## config.mk

```make
export PLATFORM = sky130hd
export DESIGN_NAME = pipe_hazard_ctrl
export DESIGN_NICKNAME = d
export VERILOG_FILES = /design/src/rtl/pipe_hazard_ctrl.sv
export SDC_FILE = /design/constraint.sdc
export NUM_CORES = 1
export LEC_CHECK = 0
export CAP_MARGIN = 20
export CORE_AREA = 2 2 59 61
export CTS_BUF_LIST = sky130_fd_sc_hd__clkbuf_4
export CTS_CLUSTER_SIZE = 10
export DETAILED_ROUTE_END_ITERATION = 8
export DIE_AREA = 0 0 61 63
export PLACE_DENSITY = 0.79
export SLEW_MARGIN = 20
export SYNTH_ARGS = -nofsm -noshare
export SYNTH_HDL_FRONTEND = slang
export SYNTH_SLANG_ARGS = --single-unit
```

## constraint.sdc

```tcl
create_clock -name clk -period 2.3 [get_ports clk]
set_input_delay 0.345 -clock clk [delete_from_list [all_inputs] [get_ports clk]]
set_output_delay 0.345 -clock clk [all_outputs]
set_load 0.005 [all_outputs]
```

## src/rtl/pipe_hazard_ctrl.sv

```systemverilog
// pipe_hazard_ctrl: stall/flush decode for the 5-stage core; define PIPE_CTRL_PERF_EN for stall/flush counters
module pipe_hazard_ctrl #(
  parameter int MC_TIMEOUT = 64,
  parameter int CNT_W      = 32
) (
  input  logic             clk,
  input  logic             rstn,
  input  logic             mem_busy,
  input  logic             mc_start,
  input  logic             mc_done,
  input  logic             br_miss,
  input  logic             load_use,
  output logic             en_pc,
  output logic             en_ifid,
  output logic             en_idex,
  output logic             en_exmem,
  output logic             en_memwb,
  output logic             clr_ifid,
  output logic             clr_idex,
  output logic             clr_exmem,
  output logic             clr_memwb,
  output logic             mc_err,
  output logic [CNT_W-1:0] perf_stall,
  output logic [CNT_W-1:0] perf_flush
);
  localparam int TW = (MC_TIMEOUT > 2) ? $clog2(MC_TIMEOUT) : 1;
  typedef enum logic {RUN, MC_WAIT} state_e;
  state_e          state_q, state_d;
  logic            done_pend_q, done_pend_d;
  logic [TW-1:0]   tmo_q, tmo_d;
  logic            mc_err_q, mc_err_d;
  logic            tmo_hit, rel;
  assign tmo_hit = tmo_q == TW'(MC_TIMEOUT - 1);
  assign rel     = mc_done | done_pend_q | tmo_hit;
  assign mc_err  = mc_err_q;
  always_comb begin
    {en_pc, en_ifid, en_idex, en_exmem, en_memwb} = 5'b11111;
    {clr_ifid, clr_idex, clr_exmem, clr_memwb} = 4'b0000;
    state_d     = state_q;
    done_pend_d = done_pend_q;
    tmo_d       = tmo_q;
    mc_err_d    = mc_err_q;
    if (!rstn) begin
      {en_pc, en_ifid, en_idex, en_exmem, en_memwb} = 5'b00000;
      {clr_ifid, clr_idex, clr_exmem, clr_memwb} = 4'b1111;
    end else if (mem_busy) begin
      {en_pc, en_ifid, en_idex, en_exmem, en_memwb} = 5'b00000;
      done_pend_d = done_pend_q | (state_q == MC_WAIT && mc_done);
    end else if (state_q == MC_WAIT) begin
      if (rel) begin
        state_d     = RUN;
        done_pend_d = 1'b0;
        tmo_d       = '0;
        mc_err_d    = mc_err_q | !(mc_done | done_pend_q);
      end else begin
        {en_pc, en_ifid, en_idex} = 3'b000;
        clr_exmem = 1'b1;
        tmo_d     = tmo_q + TW'(1);
      end
    end else if (mc_start && !mc_done) begin
      {en_pc, en_ifid, en_idex} = 3'b000;
      clr_exmem = 1'b1;
      state_d   = MC_WAIT;
      tmo_d     = TW'(1);
    end else if (br_miss) begin
      {clr_ifid, clr_idex} = 2'b11;
    end else if (load_use) begin
      {en_pc, en_ifid} = 2'b00;
      clr_idex = 1'b1;
    end
  end
  always_ff @(posedge clk or negedge rstn) begin
    if (!rstn) begin
      state_q     <= RUN;
      done_pend_q <= 1'b0;
      tmo_q       <= '0;
      mc_err_q    <= 1'b0;
    end else begin
      state_q     <= state_d;
      done_pend_q <= done_pend_d;
      tmo_q       <= tmo_d;
      mc_err_q    <= mc_err_d;
    end
  end
`ifdef PIPE_CTRL_PERF_EN
  logic [CNT_W-1:0] stall_q, flush_q;
  logic             flush_w;
  // flush counts only when the mispredict rule actually wins the decode
  assign flush_w = !mem_busy && state_q == RUN && !(mc_start && !mc_done) && br_miss;
  always_ff @(posedge clk or negedge rstn) begin
    if (!rstn) begin
      stall_q <= '0;
      flush_q <= '0;
    end else begin
      if (!en_pc && !(&stall_q)) stall_q <= stall_q + CNT_W'(1);
      if (flush_w && !(&flush_q)) flush_q <= flush_q + CNT_W'(1);
    end
  end
  assign perf_stall = stall_q;
  assign perf_flush = flush_q;
`else
  assign perf_stall = '0;
  assign perf_flush = '0;
`endif
endmodule
```

Yosys cells after proc, flatten, opt, wreduce, memory -nomap -nowiden
Cells that the tools add are included. Widths: inputs -> output; s select.

Bits in registers: 9. Input port bits: 7. Output and inout bits: 74. Logic and storage cells: 58.

Add/sub/neg operators: 1. Eq/ne operators: 1. Muxes and demuxes: 36. Bitwise gates (word level): 5. Reduce and logical (&&, ||, !) cells: 11.

Operators with widths (number): $mux 1 (33); $mux 6 (3); $add 6x1->6 const B (1); $eq 6x6->1 const B (1); $reduce_and 3->1 (2); $reduce_bool 2->1 (3); $or 1x1->1 (4); $reduce_and 4->1 (1); $logic_and 1x1->1 (2); $logic_not 1->1 (2); $reduce_and 2->1 (1); $not 1->1 (1).

Logic depth before layout (Yosys ltp)
Gate-level depths: netlist (run 1).

Depth after elaboration: 6. Mapped depth: 6. Mapped depth without buffers: 5.

Worst setup path after synthesis (run 1)
No wires, ideal clock.

Path type: reg-to-output. From: register tmo_q[0]. To: output port en_pc. Data arrival time: 1529 ps. Slack: 426 ps. Cell stages (with the launch flop): 7. Cells stage by stage: dfrtp_1 > ha_1 > and3_4 > a311o_2 > nand2_1 > a21oi_1 > buf_4.

Longest elaborated chain between the ends: 6.

RTL lines: from (decl) (RTL line 30) `logic [TW-1:0] tmo_q, tmo_d;`; from (signal assigned) (RTL line 81) `tmo_q <= tmo_d;`; $eq 6x6->1 (RTL line 33) `assign tmo_hit = tmo_q == TW'(MC_TIMEOUT - 1);`; $or 1x1->1 (RTL line 34) `assign rel = mc_done | done_pend_q | tmo_hit;`; $mux 1 (4 in a row); to (decl) (RTL line 13) `output logic en_pc,`.

No other way between the ends.

Final worst setup path (run 1)
From: register tmo_q[1]. To: output port en_ifid.

Longest elaborated chain between the ends: 6.

RTL lines: $eq 6x6->1 (RTL line 33); $or 1x1->1 (RTL line 34); $mux 1 (RTL line 50) `if (rel) begin`; $mux 1 (RTL line 49) `end else if (state_q == MC_WAIT) begin`; $mux 1 (RTL line 46) `end else if (mem_busy) begin`; $mux 1 (RTL line 43) `if (!rstn) begin`; to (decl) (RTL line 14) `output logic en_ifid,`.

No other way between the ends.

==> metrics, run 1 <==
Die X=61 um; Final Total Pwr=0.600 mW; initial antenna violation count=0; Warnings, synthesis=0; Main synth FF type=dfrtp_1; setup TNS=0 ns; worst hold start=mc_err; # IOs=81; post-route cell area=1100 sq um; final wirelength=1.82 mm; Worst EP required=1.96 ns; fin nets=161; Clock power frac=22.7%; Synth area leaders=buf_4, dfrtp_1, xor2_1; clk slew on worst S/H paths=0.07 ns; VDD IR max=0.000186 V; reg2reg path depth=6; worst r2r src=tmo_q[1]; RSZ-0062 raised after global routing=no; final period utilization=95.2%; Synth Area in Compound Gates=15.3%; xor/xnor share of the synthesized area=3.35%; DR pass1 iterations=4; WL per Instance=9.17 um; port bufs=16; fin crit period=2.19 ns; share of cells above drive strength 1=17.8%; Synth top area share=47.4%; total track usage=9.63%; Setup CP Type=register to primary output; Synth Cell Area=1040 sq um; WHS Endpoint=mc_err; largest family of logic cells by synthesized area=buffers and inverters; count of cell types in the netlist=30; Slowest Stage Delay on Critical Path=0.40 ns; Post-Layout Cell Count=198; core box area=3230 sq um; top post-synthesis cells by count=buf_4, dfrtp_1, nor2_1, nand2_1, xor2_1; simple-gate share of the synthesized area=8.98%; # DRC=0; vias in the first global route=591; clock tree sinks=9; R2R setup slack=0.69 ns; Startpoint Class=register; top-count cell post-synth=buf_4; Area growth syn-to-layout=5.51%; leakage=0.612 nW; Cells after DPL=193; Final setup violation count=0; Hold-fix buffers, CTS=0; M2 GR Usage=16.0%; Hold Path Depth=1; CP Capture Type=primary output; multi-input logic area=557 sq um; Comb power frac=40.7%; largest net degree at the start of global routing=11; EDFF count, synth=0; fill cell count=342; WHS=0.487 ns; Via density=3.68; f_max=457 MHz; mux contribution to synthesized area=0%; Die Ht=63 um; Post-DRT Antenna Nets=0; Seq/Total Area, Yosys=21.6%; post-synthesis adder-cell area fraction=1.20%; Syn Inst Count=126; TritonCTS Buffers=3; clk_skew=0.00921 ns; M3 GR Usage=3.11%; Final Hold Viols=0; antenna diode count=0; slowest CP cell=dfrtp_1; Psw=0.218 mW; Int Pwr=0.382 mW; WP data arrival=1.84 ns; # rows=21; post-route setup slack=0.110 ns; crit path cell chain=ha_2, and3_4, a311o_2, buf_4, nand2_1, a21oi_1, clkbuf_2; PwrDens=544 nW/um^2; H-tree Lvls=1; DR iter-0 viols=29; worst hold path type=register to register; Place WS=-0.0558 ns; status=complete, no violations; Reg area=225 sq um; maximum capacitance violations=0; GPL Wtd Cong=0.855; Max clock buf depth=2; worst-skew pair later-pin latency=0.26 ns; synthesized flop and latch total=9; die area=3840 sq um; Area after DPL=1070 sq um; post-layout util=34.1%; CTS tree=built; met1 GRT Util=12.1%; first-pass GRT wire length=2.83 mm; leading area contributor after synthesis=buf_4; Pins Over Slew Limit=0; total grt overflow=0; Root Buffer=clkbuf_4; reg2reg end=tmo_q[0]; DP HPWL=1.50 mm; asr flop ratio synth=100%; via count=728; share of power burned in registers=36.6%; switch share=36.4%; Crit Path Max Fanout=3; syn_area_per_cell=8.29 sq um; Initial Util=32.3%; GR peak layer=met2
==> state kept, by name, summed over array words and instances, names as in the netlist <==
| signal | cells |
|---|---|
| tmo_q | 6 |
| done_pend_q | 1 |
| mc_err | 1 |
| state_q | 1 |
==> worst max-delay path: cells and delay by family, from the launching register on <==
| kind | cells | cell delay (ns) |
|---|---|---|
| AOI/OAI and AO/OA | 2 | 0.47 |
| adders and majority gates | 1 | 0.18 |
| buffers and inverters | 2 | 0.27 |
| DFF | 1 | 0.40 |
| and+or+nand+nor | 2 | 0.25 |
==> power groups by stage <==
stage	Clock [mW]	Sequential (mW)	Combinational [mW]
floorplan	0	0.218	0.211
CTS	0.141	0.218	0.245
detailed placement	0	0.220	0.239
global route	0.151	0.225	0.275
finish	0.136	0.220	0.244
global placement	0	0.218	0.232
==> final cells by class <==
cell class	instances	share of cell area [%]
sequential	9	20.4
timing repair buffer	26	19.8
tap	46	5.22
multi-input combinational	109	50.5
inverter	4	1.36
clock buffer	4	2.72
==> cells by family after synthesis <==
logic type / Yosys count
adder cells (fa/ha/maj): 1
AND/OR/NAND/NOR: 19
other: 1
AO/OA/AOI/OAI: 21
flip-flops: 9
XOR/XNOR: 4
buffers and inverters: 71
==> how the worst max path moves through the flow <==
stage                   from  endpoint  cells past startpoint
floorplan           tmo_q[0]     en_pc                      6
global placement     mc_done   en_ifid                      6
detailed placement   mc_done   en_ifid                      6
CTS                 tmo_q[0]   en_ifid                      7
global route        tmo_q[0]     en_pc                      7
finish              tmo_q[1]   en_ifid                      7
==> per-layer routing <==
layer | wire [um] | share of wire (%)
met2 | 916 | 50
met5 | 0 | 0
met3 | 198 | 11
met1 | 702 | 39
met4 | 0 | 0
==> layout by cell type, fill, tap and decap left out, drive strengths merged <==
| cell type | Yosys | final |
|---|---|---|
| clkdlybuf4s50 | 0 | 11 |
| nor2b | 1 | 1 |
| a31oi | 1 | 1 |
| a311oi | 1 | 1 |
| xor2 | 4 | 4 |
| o21a | 1 | 1 |
| nor2 | 7 | 7 |
| o211ai | 3 | 3 |
| conb | 1 | 64 |
| buf | 66 | 10 |
| nand2 | 4 | 4 |
| a21o | 3 | 3 |
| o2111ai | 2 | 2 |
| nor3 | 2 | 2 |
| ha | 1 | 1 |
| dlymetal6s2s | 0 | 1 |
| clkinv | 1 | 1 |
| inv | 3 | 3 |
| nand3 | 1 | 1 |
| a22o | 1 | 1 |
| a21oi | 4 | 4 |
| and3 | 2 | 2 |
| o21ai | 3 | 3 |
| clkbuf | 1 | 8 |
| dfrtp | 9 | 9 |
| nand2b | 1 | 1 |
| a41o | 1 | 1 |
| and2 | 1 | 1 |
| a311o | 1 | 1 |
==> timing repair <==
item	4_1_cts	5_1_grt
setup buffers	1	0
endpoints found under the setup margin	5	5
resized for setup	10	7
pin swaps	2	0
Power figures use the tool's default switching activity.
==> run 2, diff against run 1 <==
--- a/config.mk
+++ b/config.mk
@@ -6,12 +6,12 @@
 export NUM_CORES = 1
 export LEC_CHECK = 0
 export CAP_MARGIN = 20
-export CORE_AREA = 2 2 59 61
+export CORE_AREA = 2 2 57 59
 export CTS_BUF_LIST = sky130_fd_sc_hd__clkbuf_4
 export CTS_CLUSTER_SIZE = 10
 export DETAILED_ROUTE_END_ITERATION = 8
-export DIE_AREA = 0 0 61 63
-export PLACE_DENSITY = 0.79
+export DIE_AREA = 0 0 59 61
+export PLACE_DENSITY_LB_ADDON = 0.1
 export SLEW_MARGIN = 20
 export SYNTH_ARGS = -nofsm -noshare
 export SYNTH_HDL_FRONTEND = slang
==> constraint.sdc (replaced) <==
create_clock -name clk -period 2.66 [get_ports clk]
set_input_delay 0.399 -clock clk [delete_from_list [all_inputs] [get_ports clk]]
set_output_delay 0.399 -clock clk [all_outputs]
set_load 0.005 [all_outputs]
==> run 2 against run 1 <==
Compared with the run above: die area decreased by 6.3%; critical path depth decreased by 1; critical path type unchanged; clock skew decreased by 0.0050 ns; utilization grew 2.2 points; clock power down 12%; via count decreased by 4.7%; register-to-register slack better by 0.31 ns; clock-buffer cell count did not move; final area shrank 2.8%; setup slack better by 0.046 ns; combinational power is 11% lower.
==> metrics, run 2 (synthesis gave the netlist of run 1 again) <==
status=complete, no violations; core box area=2950 sq um; DR pass1 iterations=4; DP HPWL=1.40 mm; Die X=59 um; switch share=35.5%; Post-Layout Cell Count=182; commonest cells after routing, fill and taps aside=conb_1, clkdlybuf4s50_1, dfrtp_1, nor2_1, buf_4; reg2reg end=tmo_q[0]; DR iter-0 viols=5; R2R setup slack=1.00 ns; most common cell after layout, fill and taps aside=conb_1; fill cell count=329; # IOs=81; worst r2r src=tmo_q[0]; multi-input logic area=544 sq um; f_max=399 MHz; Clock power frac=23.1%; VDD IR max=0.000164 V; RSZ-0062 raised after global routing=no; Worst EP required=2.26 ns; H-tree Lvls=1; Cells after DPL=175; Die Ht=61 um; Comb power frac=41.7%; worst-skew pair later-pin latency=0.26 ns; CP Capture Type=primary output; PwrDens=485 nW/um^2; GPL Wtd Cong=0.732; initial antenna violation count=0; post-layout util=36.3%; port bufs=16; clk slew on worst S/H paths=0.07 ns; WL per Instance=9.54 um; setup TNS=0 ns; Reg area=225 sq um; Area growth syn-to-layout=2.52%; max reg flops=6; Final Total Pwr=0.519 mW; Startpoint Class=register; Root Buffer=clkbuf_4; vias in the first global route=609; Post-DRT Antenna Nets=0; Reg with most FFs=tmo_q; total grt overflow=0; final wirelength=1.74 mm; Final setup violation count=0; post-route cell area=1070 sq um; leakage=0.585 nW; Pins Over Slew Limit=0; Final Hold Viols=0; WP data arrival=2.11 ns; share of cells above drive strength 1=12.1%; Area after DPL=1010 sq um; final period utilization=94.1%; Via density=3.81; Int Pwr=0.335 mW; clock tree sinks=9; # DRC=0; TritonCTS Buffers=3; largest net degree at the start of global routing=15; CTS tree=built; worst hold path type=input port to async pin; fin nets=158; Crit Path Max Fanout=4; via count=694; fin crit period=2.50 ns; # rows=20; maximum capacitance violations=0; clk_skew=0.00423 ns; Initial Util=35.4%; Max clock buf depth=2; Psw=0.184 mW; share of power burned in registers=35.3%; die area=3600 sq um; first-pass GRT wire length=2.78 mm; reg2reg path depth=6; antenna diode count=0; Hold-fix buffers, CTS=0; total track usage=10.2%; Setup CP Type=register to primary output
run 2: worst max-delay path: stages (launching register included):
cell             delay, ns
dfrtp_1               0.39
ha_2                  0.19
and3_4                0.19
a311o_2               0.42
a21oi_2               0.15
nor2_1                0.05
clkdlybuf4s50_1       0.45
run 2: power by group through the flow:
stage,Sequential (mW),Combinational [mW],Clock (mW)
6_report,0.183,0.216,0.120
5_1_grt,0.188,0.249,0.133
4_1_cts,0.183,0.206,0.122
3_5_place_dp,0.191,0.182,0
3_3_place_gp,0.190,0.180,0
2_1_floorplan,0.188,0.182,0
run 2: per-stage QoR:
stage,hold slack [ns],worst slack (ns)
after CTS,0.349,0.00697
final,0.349,0.156
after floorplan,0.103,0.732
after global routing,0.344,0.0520
after global placement,0.456,0.207
after detailed placement,0.458,0.198
run 2: worst max path at each step:
stage / startpoint / endpoint / slack [ns] / depth (start not counted)
floorplan: tmo_q[0] / en_pc / 0.73 / 6
global placement: tmo_q[0] / clr_exmem / 0.21 / 6
detailed placement: tmo_q[0] / clr_exmem / 0.20 / 6
CTS: tmo_q[0] / clr_exmem / 0.007 / 6
global route: tmo_q[0] / en_idex / 0.05 / 6
finish: tmo_q[0] / en_idex / 0.16 / 6
run 2: cell type report:
class,count,share of cell area [%]
inverter,4,1.40
multi-input combinational,109,50.8
clock buffer,4,2.80
sequential,9,21.0
timing repair buffer,23,20.1
tap,33,3.86
run 2: per-layer routing:
layer | vias up | part of all wire (%) | GRT usage (%)
li1 | 333 | - | -
met1 | 314 | 40 | 12.7
met2 | 47 | 51 | 17.5
met3 | 0 | 9.2 | 3.41
met4 | 0 | 0 | 1.95
met5 | - | 0 | 0
run 2: what timing repair did:
item / in CTS / in global routing
endpoints found under the setup margin: 1 / 1
gates resized for setup: 0 / 2
endpoints found under the hold margin: 0 / 0
pin swaps: 1 / 2
cloned: 0 / 0
setup buffers: 2 / 1
